==> config.mk <==
export PLATFORM = sky130hd
export DESIGN_NAME = op_log_arbiter
export DESIGN_NICKNAME = d
export VERILOG_FILES = /design/src/rtl/op_log_arbiter.sv
export SDC_FILE = /design/constraint.sdc
export NUM_CORES = 1
export LEC_CHECK = 0
export ABC_CLOCK_PERIOD_IN_PS = 3900
export CAP_MARGIN = 20
export CORE_MARGIN = 5
export CORE_UTILIZATION = 38
export DETAILED_ROUTE_END_ITERATION = 7
export GPL_TIMING_DRIVEN = 0
export PLACE_DENSITY = 0.54
export SLEW_MARGIN = 10
export SYNTH_ARGS = -nofsm -noshare
export SYNTH_HDL_FRONTEND = slang
export SYNTH_SLANG_ARGS = --single-unit
export TNS_END_PERCENT = 5
==> constraint.sdc <==
create_clock -name clk -period 3.9 [get_ports clk]
set_input_delay 0.78 -clock clk [delete_from_list [all_inputs] [get_ports clk]]
set_output_delay 0.78 -clock clk [all_outputs]
set_load 0.005 [all_outputs]
==> src/rtl/op_log_arbiter.sv <==
// Ten-entry circular operation log shared between the time manager's writer and a
// playback reader, with round-robin arbitration, overwrite-oldest and synchronous clear.
module op_log_arbiter #(
  parameter int unsigned DEPTH = 10,
  parameter int unsigned OP_W  = 3,
  parameter int unsigned T_W   = 8,
  parameter int unsigned PTR_W = 4
) (
  input  logic             clk,
  input  logic             rst_b,
  input  logic             wr_req,
  input  logic [OP_W-1:0]  wr_op,
  input  logic [T_W-1:0]   wr_min,
  input  logic [T_W-1:0]   wr_sec,
  output logic             wr_ack,
  input  logic             rd_req,
  output logic             rd_valid,
  output logic [OP_W-1:0]  rd_op,
  output logic [T_W-1:0]   rd_min,
  output logic [T_W-1:0]   rd_sec,
  output logic             rd_empty,
  input  logic             clr,
  output logic [PTR_W-1:0] count,
  output logic             overflow
);

  localparam int unsigned     E_W  = OP_W + 2 * T_W;
  localparam logic [PTR_W-1:0] LAST = PTR_W'(DEPTH - 1);
  localparam logic [PTR_W-1:0] FULL = PTR_W'(DEPTH);

  typedef enum logic [1:0] {IDLE, WRITE, READ, CLEAR} state_t;

  state_t           state;
  logic [E_W-1:0]   mem [DEPTH];
  logic [PTR_W-1:0] wr_ptr;
  logic [PTR_W-1:0] rd_ptr;
  logic             last_wr;
  logic             clr_pend;
  logic             wr_win_c;

  function automatic logic [PTR_W-1:0] ptr_inc(input logic [PTR_W-1:0] p);
    return (p == LAST) ? '0 : p + PTR_W'(1);
  endfunction

  // Writer wins when alone, when the log is empty, or when the reader went last.
  assign wr_win_c = wr_req && (!rd_req || (count == '0) || !last_wr);

  // Log storage: not reset, written only at the end of a WRITE cycle.
  always_ff @(posedge clk) begin
    if (state == WRITE) mem[wr_ptr] <= {wr_op, wr_min, wr_sec};
  end

  always_ff @(posedge clk or negedge rst_b) begin
    if (!rst_b) begin
      state    <= IDLE;
      wr_ptr   <= '0;
      rd_ptr   <= '0;
      count    <= '0;
      overflow <= 1'b0;
      last_wr  <= 1'b0;
      clr_pend <= 1'b0;
      wr_ack   <= 1'b0;
      rd_valid <= 1'b0;
      rd_empty <= 1'b0;
      rd_op    <= '0;
      rd_min   <= '0;
      rd_sec   <= '0;
    end else begin
      wr_ack   <= 1'b0;
      rd_valid <= 1'b0;
      rd_empty <= 1'b0;
      if (clr && (state inside {WRITE, READ})) clr_pend <= 1'b1;
      unique case (state)
        IDLE: begin
          if (clr || clr_pend) begin
            state    <= CLEAR;
            clr_pend <= 1'b0;
          end else if (wr_win_c) begin
            state   <= WRITE;
            wr_ack  <= 1'b1;
            last_wr <= 1'b1;
          end else if (rd_req) begin
            state    <= READ;
            rd_valid <= 1'b1;
            last_wr  <= 1'b0;
            // Read data is registered on entry so it is valid throughout READ.
            if (count == '0) begin
              rd_empty <= 1'b1;
              rd_op    <= '0;
              rd_min   <= '0;
              rd_sec   <= '0;
            end else begin
              {rd_op, rd_min, rd_sec} <= mem[rd_ptr];
            end
          end
        end
        WRITE: begin
          state  <= IDLE;
          wr_ptr <= ptr_inc(wr_ptr);
          if (count < FULL) begin
            count <= count + PTR_W'(1);
          end else begin
            rd_ptr   <= ptr_inc(rd_ptr);
            overflow <= 1'b1;
          end
        end
        READ: begin
          state <= IDLE;
          if (count != '0) begin
            rd_ptr <= ptr_inc(rd_ptr);
            count  <= count - PTR_W'(1);
          end
        end
        CLEAR: begin
          state    <= IDLE;
          wr_ptr   <= '0;
          rd_ptr   <= '0;
          count    <= '0;
          overflow <= 1'b0;
        end
        default: state <= IDLE;
      endcase
    end
  end

endmodule
==> impl_metrics.py, run 1 <==
metrics = {
    "cells_and_area": {
        "syn_to_final_growth_pct": 20.0,
        "antennaDiodeCount": 0,
        "seqCellArea_um2": 6680,
        "utilization_pct": 46.5,
        "multi_input_comb_area_um2": 2340,
        "fill_cells": 2030,
        "drive_above_1_share_pct": 17.9,
        "fin_nets": 641,
    },
    "timing": {
        "layout_setup_ws_ns": 0.804,
        "tightest_slew_ns": 0.966,
        "skew_ns": 0.0110,
        "holdWs_ns": 0.243,
        "fin_crit_sh_pct": 79.4,
        "min_period_ns": 3.10,
        "finalHoldViolations": 0,
        "relSlewSlack_pct": 35.2,
        "slew_violations": 0,
        "clock.fmax_mhz": 323,
        "setup_tns_ns": 0,
        "final-setup-viol-count": 0,
        "rsz0062_at_grt": "false",
    },
    "power_and_ir_drop": {
        "clock_power_share_pct": 29.0,
        "swShare_pct": 30.6,
        "switching_power_mw": 2.36,
        "intPower_mw": 5.37,
        "pwr-share-seq_pct": 40.0,
        "p_per_area_nw_per_um2": 704,
        "combPwrFrac_pct": 31.0,
        "ir_drop_mv": 0.282,
        "p_leak_nw": 3.75,
    },
    "drt": {
        "totalWireLength_um": 21200,
        "wl_per_cell_um": 22.4,
        "initialDrtViolationCount": 425,
        "ant_nets": 0,
        "drc": 0,
        "viasPerCell": 5.29,
        "vias": 4998,
        "firstDrtPassIters": 6,
    },
    "setup_path": {
        "critPathLaunchType": "flop",
        "cp-end-kind": "flop",
        "critPathMaxStageDelay_ns": 0.61,
        "cp.required_ns": 4.10,
        "path_cells": "inv_1 > ha_1 > clkbuf_1 > or3b_2 > nor3_2 > buf_6 > buf_4",
        "reg2regPathDepth": 7,
        "crit_slowest_cell": "or3b_2",
        "r2r_slack_ns": 0.80,
        "critPathKind": "flop to flop",
        "path_max_fanout": 10,
        "crit_start": "state[1]",
        "reg2reg_from": "state[1]",
        "crit_end": "mem[0][14]",
        "worstPathArrival_ns": 3.30,
        "r2r-end": "mem[0][14]",
    },
    "floorplanning": {
        "start_util_pct": 38.8,
        "placementRows": 56,
        "io_pins": 51,
        "core_um2": 23600,
        "fp.dieH_um": 165,
        "die_area_um2": 27300,
        "die_w_um": 165,
    },
    "yosys": {
        "async_reset_ff_share_pct": 17.0,
        "ys.flop_type": "edfxtp_1",
        "ys_ff_latch": 229,
        "ys_types": 45,
        "postSynthCellCount": 523,
        "synth_warnings": 0,
        "synth.avg_cell_area_um2": 17.5,
        "synth_nets": 557,
        "ys_seq_area_share_pct": 73.0,
        "syn_area_um2": 9160,
        "synth_edf_count": 190,
    },
    "clock_tree": {
        "cts_buffer_depth": 3,
        "htreeDepth": 1,
        "cts_resized": 0,
        "cts_sinks": 229,
        "cts_tree": "yes",
        "cts.clk_slew.worst_paths_ns": 0.06,
        "cts_setup_buffers": 0,
        "cts_buffers": 25,
        "hold_buffers": 0,
        "cts-root-buf": "clkbuf_16",
        "clock_latency_ns": 0.50,
    },
    "placed_design": {
        "dpl.hpwl_um": 13100,
        "gp_congestion": 0.767,
        "post-place-ws_ns": 0.673,
        "io_buffer_count": 50,
    },
    "flow_run": {
        "cap_violations": 0,
    },
    "grt": {
        "grt_max_degree": 22,
        "antenna_found_initial": 1,
        "grt-ovfl-total": 0,
        "grt_pass1_wl_um": 31800,
        "track_usage_pct": 15.8,
        "grt_pass1_vias": 5253,
    },
    "status": {
        "status": "finished, final reports clean",
    },
    "min_path": {
        "hp-class": "input port to asynchronous set/reset pin",
    },
}
-- flip-flops by register name, summed over array words and instances, names as in the netlist --
| signal | flops |
|---|---|
| rd_sec | 8 |
| count | 4 |
| clr_pend | 1 |
| state | 2 |
| rd_valid | 1 |
| rd_empty | 1 |
| mem | 190 |
| last_wr | 1 |
| wr_ack | 1 |
| rd_op | 3 |
| rd_min | 8 |
| wr_ptr | 4 |
| rd_ptr | 4 |
| overflow | 1 |
-- worst max-delay path, delay by kind of cell, from the launching register on --
| family | cells | cell delay [ns] |
|---|---|---|
| buf+inv | 4 | 0.99 |
| flops | 1 | 0.41 |
| fa+ha+maj | 1 | 0.18 |
| simple gates | 2 | 1.19 |
-- placed cells by master, fill, tap and decap left out, drive strengths merged, types with 3 or more instances in the layout --
master | Yosys | routed
a21oi | 4 | 4
a21o | 3 | 3
inv | 10 | 10
clkdlybuf4s50 | 0 | 49
o21ai | 9 | 9
clkinv | 0 | 7
nor2 | 19 | 19
a31oi | 20 | 20
mux4 | 38 | 38
xor2 | 3 | 3
dfrtp | 39 | 39
a22o | 20 | 20
nand2b | 3 | 3
nand3b | 3 | 3
ha | 10 | 10
clkbuf | 11 | 45
buf | 19 | 27
edfxtp | 190 | 190
nor2b | 23 | 23
nand3 | 5 | 5
nor3 | 6 | 6
nand2 | 45 | 45
a211oi | 21 | 21
-- stage by stage --
stage	cells	power, mW	instance area, um2
finish	944	7.73	11000
detailed placement	899	5.57	10200
floorplan	523	4.64	9160
CTS	944	7.82	11000
global route	944	8.15	11000
global placement	892	5.47	10100
-- cells in the mapped netlist, types with 2 or more instances --
cell type  number  share of area, %
nor2b_1        23               1.6
nor3_1          5              0.27
ha_1           10               1.4
inv_1          10              0.41
edfxtp_1      190                62
o21ai_0         9              0.49
dfrtp_1        39                11
nand3b_1        3              0.25
clkbuf_1       11              0.45
o22ai_1         2              0.14
a31oi_1        20               1.4
mux4_1          6               1.7
buf_6           5              0.61
a22o_1         20               1.9
nor2_1         19              0.78
a211oi_1       20               1.6
nand3_1         5              0.27
xnor2_1         2              0.19
mux4_2         32               7.9
a21o_1          3              0.25
mux2i_1         2              0.22
nand2_1        45               1.8
a21oi_1         4              0.22
buf_2          13              0.71
nand2b_1        3              0.20
xor2_1          3              0.29
-- cell type report --
| type | count | area share [%] |
|---|---|---|
| clock inverter | 11 | 0.979 |
| buffer | 30 | 1.55 |
| timing repair buffer | 57 | 5.24 |
| multi-input combinational | 254 | 21.3 |
| sequential | 229 | 60.8 |
| inverter | 10 | 0.342 |
| tap | 319 | 3.63 |
| clock buffer | 34 | 6.18 |
-- worst min-delay path by stage --
stage          startpoint         to  slack (ns)  depth (start not counted)
3_5_place_dp    rd_min[2]  rd_min[2]        0.50                          1
2_1_floorplan     last_wr    last_wr        0.47                          1
3_3_place_gp    rd_min[7]  rd_min[7]        0.49                          1
4_1_cts             rst_b   count[1]        0.24                          1
5_1_grt             rst_b   overflow        0.27                          1
6_report            rst_b   count[1]        0.24                          1
-- logic make-up after synthesis --
kind of cell | synth area share, %
AND/OR/NAND/NOR | 5.88
adder cells (fa/ha/maj) | 1.37
AO/OA/AOI/OAI | 7.12
multiplexers | 9.93
buffers and inverters | 2.27
XOR/XNOR | 0.478
flip-flops | 73.0
-- power by group through the flow --
| stage | clock network (mW) | logic [mW] | registers [mW] |
|---|---|---|---|
| floorplan | 0 | 1.53 | 3.11 |
| global placement | 0 | 2.33 | 3.14 |
| global route | 2.40 | 2.63 | 3.12 |
| detailed placement | 0 | 2.43 | 3.14 |
| CTS | 2.29 | 2.44 | 3.09 |
| finish | 2.24 | 2.40 | 3.09 |
-- metal layers --
metal	global-route usage, %	vias up	share of wire (%)
met4	4.23	2	1.8
met2	26.7	128	50
met5	0	-	0.052
met3	2.63	34	5.2
met1	21.4	2591	43
li1	-	2243	-
No activity file was read; power rests on OpenSTA's default activity.
==> run 2, diff against run 1 <==
--- a/config.mk
+++ b/config.mk
@@ -5,13 +5,13 @@
 export SDC_FILE = /design/constraint.sdc
 export NUM_CORES = 1
 export LEC_CHECK = 0
-export ABC_CLOCK_PERIOD_IN_PS = 3900
+export ABC_CLOCK_PERIOD_IN_PS = 2500
 export CAP_MARGIN = 20
 export CORE_MARGIN = 5
 export CORE_UTILIZATION = 38
 export DETAILED_ROUTE_END_ITERATION = 7
 export GPL_TIMING_DRIVEN = 0
-export PLACE_DENSITY = 0.54
+export PLACE_DENSITY = 0.56
 export SLEW_MARGIN = 10
 export SYNTH_ARGS = -nofsm -noshare
 export SYNTH_HDL_FRONTEND = slang
==> constraint.sdc (replaced) <==
create_clock -name clk -period 2.5 [get_ports clk]
set_input_delay 0.5 -clock clk [delete_from_list [all_inputs] [get_ports clk]]
set_output_delay 0.5 -clock clk [all_outputs]
set_load 0.005 [all_outputs]
==> impl_metrics.py, run 2 (synthesis results as in run 1) <==
metrics = {
    "status": {
        "status": "finished, final reports clean",
    },
    "timing": {
        "slew_violations": 0,
        "skew_ns": 0.00944,
        "tightest_slew_ns": 0.807,
        "rsz0062_at_grt": "false",
        "holdWs_ns": 0.417,
        "clock.fmax_mhz": 434,
        "final-setup-viol-count": 0,
        "layout_setup_ws_ns": 0.194,
        "relSlewSlack_pct": 46.1,
        "finalHoldViolations": 0,
        "setup_tns_ns": 0,
        "min_period_ns": 2.31,
        "fin_crit_sh_pct": 92.3,
    },
    "placed_design": {
        "dpl.hpwl_um": 13000,
        "post-place-ws_ns": -0.357,
        "io_buffer_count": 50,
        "gp_congestion": 0.761,
        "placed_cell_area_um2": 10200,
    },
    "setup_path": {
        "critPathKind": "flop to flop",
        "cp-end-kind": "flop",
        "r2r_slack_ns": 0.19,
        "reg2regPathDepth": 6,
        "critPathLaunchType": "flop",
        "worstPathArrival_ns": 2.52,
        "path_max_fanout": 11,
        "reg2reg_from": "state[1]",
        "r2r-end": "mem[4][12]",
        "cp.required_ns": 2.71,
    },
    "floorplanning": {
        "fp.dieH_um": 165,
        "io_pins": 51,
        "placementRows": 56,
        "die_area_um2": 27300,
        "start_util_pct": 38.8,
        "core_um2": 23600,
        "die_w_um": 165,
    },
    "grt": {
        "grt_pass1_vias": 5200,
        "grt_max_degree": 31,
        "track_usage_pct": 15.7,
        "grt-ovfl-total": 0,
        "grt_pass1_wl_um": 31700,
        "antenna_found_initial": 0,
    },
    "clock_tree": {
        "cts.clk_slew.worst_paths_ns": 0.06,
        "clock_latency_ns": 0.51,
        "cts-root-buf": "clkbuf_16",
        "cts_buffer_depth": 3,
        "cts_sinks": 229,
        "cts_tree": "yes",
        "cts_buffers": 24,
        "htreeDepth": 1,
    },
    "drt": {
        "ant_nets": 0,
        "viasPerCell": 5.27,
        "drc": 0,
        "totalWireLength_um": 20900,
        "wl_per_cell_um": 22.1,
        "firstDrtPassIters": 4,
        "vias": 4984,
        "initialDrtViolationCount": 322,
    },
    "flow_run": {
        "cap_violations": 0,
    },
    "cells_and_area": {
        "top_register": "mem",
        "largest_register_ffs": 190,
        "syn_to_final_growth_pct": 21.0,
        "mostFrequentLayoutCell": "edfxtp_1",
        "reg.largest.list": "mem x190, rd_min x8, rd_sec x8",
        "drive_above_1_share_pct": 18.3,
        "fin_nets": 644,
        "final_cell_mix": "edfxtp_1, clkdlybuf4s50_1, nand2_1, dfrtp_1, mux4_2",
        "finish.instance_area_um2": 11100,
        "antennaDiodeCount": 0,
    },
    "power_and_ir_drop": {
        "pwr-share-seq_pct": 39.6,
        "ir_drop_mv": 0.387,
        "p_per_area_nw_per_um2": 1100,
        "combPwrFrac_pct": 31.3,
        "p_leak_nw": 3.79,
        "clock_power_share_pct": 29.1,
        "intPower_mw": 8.51,
        "switching_power_mw": 3.68,
        "p_total_mw": 12.2,
        "swShare_pct": 30.2,
    },
    "min_path": {
        "hp-class": "input port to asynchronous set/reset pin",
    },
}
[run 2: critical path: stages (launching register included)]
cell	delay (ns)
dfrtp_1	0.42
inv_2	0.12
ha_4	0.22
nand3b_1	0.33
nor3_4	0.52
buf_8	0.22
buf_6	0.16
[run 2: area by class of cell]
cell class,count,area [um2]
buffer,29,166
tap,319,399
fill,2024,12500
clock buffer,34,669
multi-input combinational,254,2370
clock inverter,9,118
inverter,10,37.5
sequential,229,6680
timing repair buffer,62,636
[run 2: worst max-delay path by stage]
stage                             to      from  slack, ns
final                     mem[4][12]  state[1]       0.19
after floorplan            mem[8][0]  state[1]      -0.32
after detailed placement  mem[0][14]  state[1]      -0.36
after CTS                 mem[2][14]  state[1]      0.005
after global routing      mem[4][12]  state[1]       0.06
after global placement    mem[8][14]  state[1]      -1.91
[run 2: power by group through the flow]
stage               sequential [mW]  combinational (mW)  clock, mW
finish                         4.82                3.82       3.55
global route                   4.87                4.17       3.79
CTS                            4.82                3.88       3.62
detailed placement             4.89                3.82          0
global placement               4.89                3.63          0
floorplan                      4.85                2.40          0
[run 2: timing repair]
| action | in CTS | in global routing |
|---|---|---|
| hold buffers | 1 | 0 |
| resized for setup | 2 | 3 |
| buffers inserted | 3 | 0 |
| setup endpoints to repair | 153 | 50 |
| hold endpoints to repair | 9 | 0 |
| pin swaps | 2 | 0 |
[run 2: routing by layer]
| metal | vias to the layer above | routed length [um] | track usage, % |
|---|---|---|---|
| met3 | 25 | 1270 | 2.88 |
| met1 | 2579 | 8770 | 20.7 |
| met5 | - | 0 | 0 |
| met2 | 134 | 10400 | 26.9 |
| li1 | 2246 | - | - |
| met4 | 0 | 413 | 4.05 |
[run 2: metrics by stage]
stage	util, %	cells
after floorplan	-	523
after global placement	42.7	892
after detailed placement	43.3	900
after CTS	46.9	946
after global routing	46.9	946
final	46.9	946
==> run 3, diff against run 2 <==
--- a/config.mk
+++ b/config.mk
@@ -5,13 +5,14 @@
 export SDC_FILE = /design/constraint.sdc
 export NUM_CORES = 1
 export LEC_CHECK = 0
-export ABC_CLOCK_PERIOD_IN_PS = 2500
+export ABC_CLOCK_PERIOD_IN_PS = 2550
 export CAP_MARGIN = 20
 export CORE_MARGIN = 5
 export CORE_UTILIZATION = 38
 export DETAILED_ROUTE_END_ITERATION = 7
 export GPL_TIMING_DRIVEN = 0
-export PLACE_DENSITY = 0.56
+export PLACE_DENSITY = 0.54
+export REMOVE_ABC_BUFFERS = 1
 export SLEW_MARGIN = 10
 export SYNTH_ARGS = -nofsm -noshare
 export SYNTH_HDL_FRONTEND = slang
==> constraint.sdc (replaced) <==
create_clock -name clk -period 2.55 [get_ports clk]
set_input_delay 0.51 -clock clk [delete_from_list [all_inputs] [get_ports clk]]
set_output_delay 0.51 -clock clk [all_outputs]
set_load 0.005 [all_outputs]
==> impl_metrics.py, run 3 (synthesis results as in run 1) <==
metrics = {
    "clock_tree": {
        "cts-root-buf": "clkbuf_16",
        "cts_tree": "yes",
        "cts.clk_slew.worst_paths_ns": 0.06,
        "cts_buffers": 25,
        "htreeDepth": 1,
        "cts_sinks": 229,
        "cts_buffer_depth": 3,
        "clock_latency_ns": 0.53,
    },
    "cells_and_area": {
        "utilization_pct": 47.5,
        "syn_to_final_growth_pct": 22.4,
        "reg.largest.list": "mem x190, rd_min x8, rd_sec x8",
        "antennaDiodeCount": 0,
        "finish.instance_area_um2": 11200,
        "fin_nets": 623,
        "drive_above_1_share_pct": 18.6,
        "mostFrequentLayoutCell": "edfxtp_1",
        "top_register": "mem",
        "largest_register_ffs": 190,
        "final_cell_mix": "edfxtp_1, clkdlybuf4s50_1, nand2_1, dfrtp_1, mux4_2",
    },
    "power_and_ir_drop": {
        "pwr-share-seq_pct": 40.7,
        "clock_power_share_pct": 32.5,
        "switching_power_mw": 3.56,
        "swShare_pct": 29.0,
        "ir_drop_mv": 0.675,
        "p_per_area_nw_per_um2": 1090,
        "p_total_mw": 12.2,
        "intPower_mw": 8.69,
        "p_leak_nw": 3.81,
        "combPwrFrac_pct": 26.8,
    },
    "drt": {
        "viasPerCell": 5.25,
        "drc": 0,
        "ant_nets": 0,
        "vias": 4870,
        "totalWireLength_um": 20000,
        "initialDrtViolationCount": 343,
        "firstDrtPassIters": 5,
        "wl_per_cell_um": 21.6,
    },
    "placed_design": {
        "gp_congestion": 0.745,
        "io_buffer_count": 50,
        "post-place-ws_ns": -0.480,
        "dpl.hpwl_um": 11500,
        "placed_cell_area_um2": 10200,
    },
    "min_path": {
        "hp-class": "input port to asynchronous set/reset pin",
    },
    "grt": {
        "antenna_found_initial": 0,
        "grt_max_degree": 45,
        "grt_pass1_wl_um": 30600,
        "track_usage_pct": 15.0,
        "grt_pass1_vias": 5103,
        "grt-ovfl-total": 0,
    },
    "setup_path": {
        "reg2reg_from": "state[1]",
        "critPathKind": "flop to flop",
        "r2r_slack_ns": 0.08,
        "reg2regPathDepth": 4,
        "cp.required_ns": 2.70,
        "cp-end-kind": "flop",
        "path_max_fanout": 19,
        "critPathLaunchType": "flop",
        "r2r-end": "mem[1][5]",
        "crit_start": "state[1]",
        "worstPathArrival_ns": 2.61,
    },
    "timing": {
        "rsz0062_at_grt": "false",
        "min_period_ns": 2.47,
        "fin_crit_sh_pct": 96.8,
        "slew_violations": 0,
        "relSlewSlack_pct": 41.0,
        "clock.fmax_mhz": 405,
        "finalHoldViolations": 0,
        "final-setup-viol-count": 0,
        "tightest_slew_ns": 0.883,
        "layout_setup_ws_ns": 0.0826,
        "skew_ns": 0.0176,
    },
    "floorplanning": {
        "fp.dieH_um": 165,
        "core_um2": 23600,
        "start_util_pct": 38.8,
        "placementRows": 56,
        "io_pins": 51,
        "die_w_um": 165,
        "die_area_um2": 27300,
    },
    "status": {
        "status": "finished, final reports clean",
    },
    "flow_run": {
        "cap_violations": 0,
    },
}
## run 3: changes by cell type in the layout (fill, tap and decap cells not counted), moves of 2 or more
cell / previous run / this run
dfrtp_1: 39 / 36
buf_16: 0 / 5
bufinv_16: 3 / 7
clkbuf_1: 18 / 4
buf_6: 7 / 3
dfrtp_2: 0 / 2
buf_2: 14 / 1
## run 3: worst max path at each step
stage | end | cells after the start | slack [ns]
floorplan | rd_sec[0] | 4 | -0.85
global placement | mem[0][2] | 4 | -2.27
detailed placement | mem[0][8] | 6 | -0.48
CTS | mem[1][18] | 4 | 0.06
global route | mem[1][5] | 4 | 0.02
finish | mem[1][5] | 4 | 0.08
## run 3: power groups by stage
| stage | clock network [mW] | logic [mW] | registers [mW] |
|---|---|---|---|
| 6_report | 3.97 | 3.28 | 4.98 |
| 5_1_grt | 4.23 | 3.59 | 5.06 |
| 4_1_cts | 4.06 | 3.32 | 4.99 |
| 3_5_place_dp | 0 | 3.25 | 5.06 |
| 3_3_place_gp | 0 | 2.66 | 5.27 |
| 2_1_floorplan | 0 | 1.89 | 5.06 |
## run 3: worst max-delay path: stages, from the launching register on
cell and delay [ns]:
dfrtp_1 0.42, inv_1 0.16, ha_4 0.25, or3b_2 0.61, nor2_4 0.65
## run 3: area by class of cell
class,count,area [um2]
Clock buffer,29,641
Tap cell,319,399
Multi-Input combinational cell,254,2370
Fill cell,2011,12400
Sequential cell,229,6690
Clock inverter,17,275
Timing Repair Buffer,68,790
Inverter,10,41.3
Timing Repair inverter,1,5.00
## run 3: through the flow
| step | cells | hold slack (ns) | TNS [ns] |
|---|---|---|---|
| 2_1_floorplan | 493 | 0.214 | -36.22 |
| 3_3_place_gp | 862 | 0.490 | -315.60 |
| 3_5_place_dp | 875 | 0.487 | -12.77 |
| 4_1_cts | 925 | 0.482 | 0 |
| 5_1_grt | 927 | 0.515 | 0 |
| 6_report | 927 | 0.485 | 0 |
## run 3: layer usage
metal,part of all wire [%],track usage (%),wire [um]
met4,1.8,3.44,362
met2,48,24.9,9670
met3,6.4,2.58,1280
met1,43,20.9,8670
met5,0,0,0
## run 3: timing repair
item                                    CTS  global route
endpoints found under the hold margin    12             0
pin swaps                                 3             0
resized for setup                         5             1
endpoints found under the setup margin  121            10
buffers inserted                          3             0
cloned                                    0             1
hold buffers                              1             0
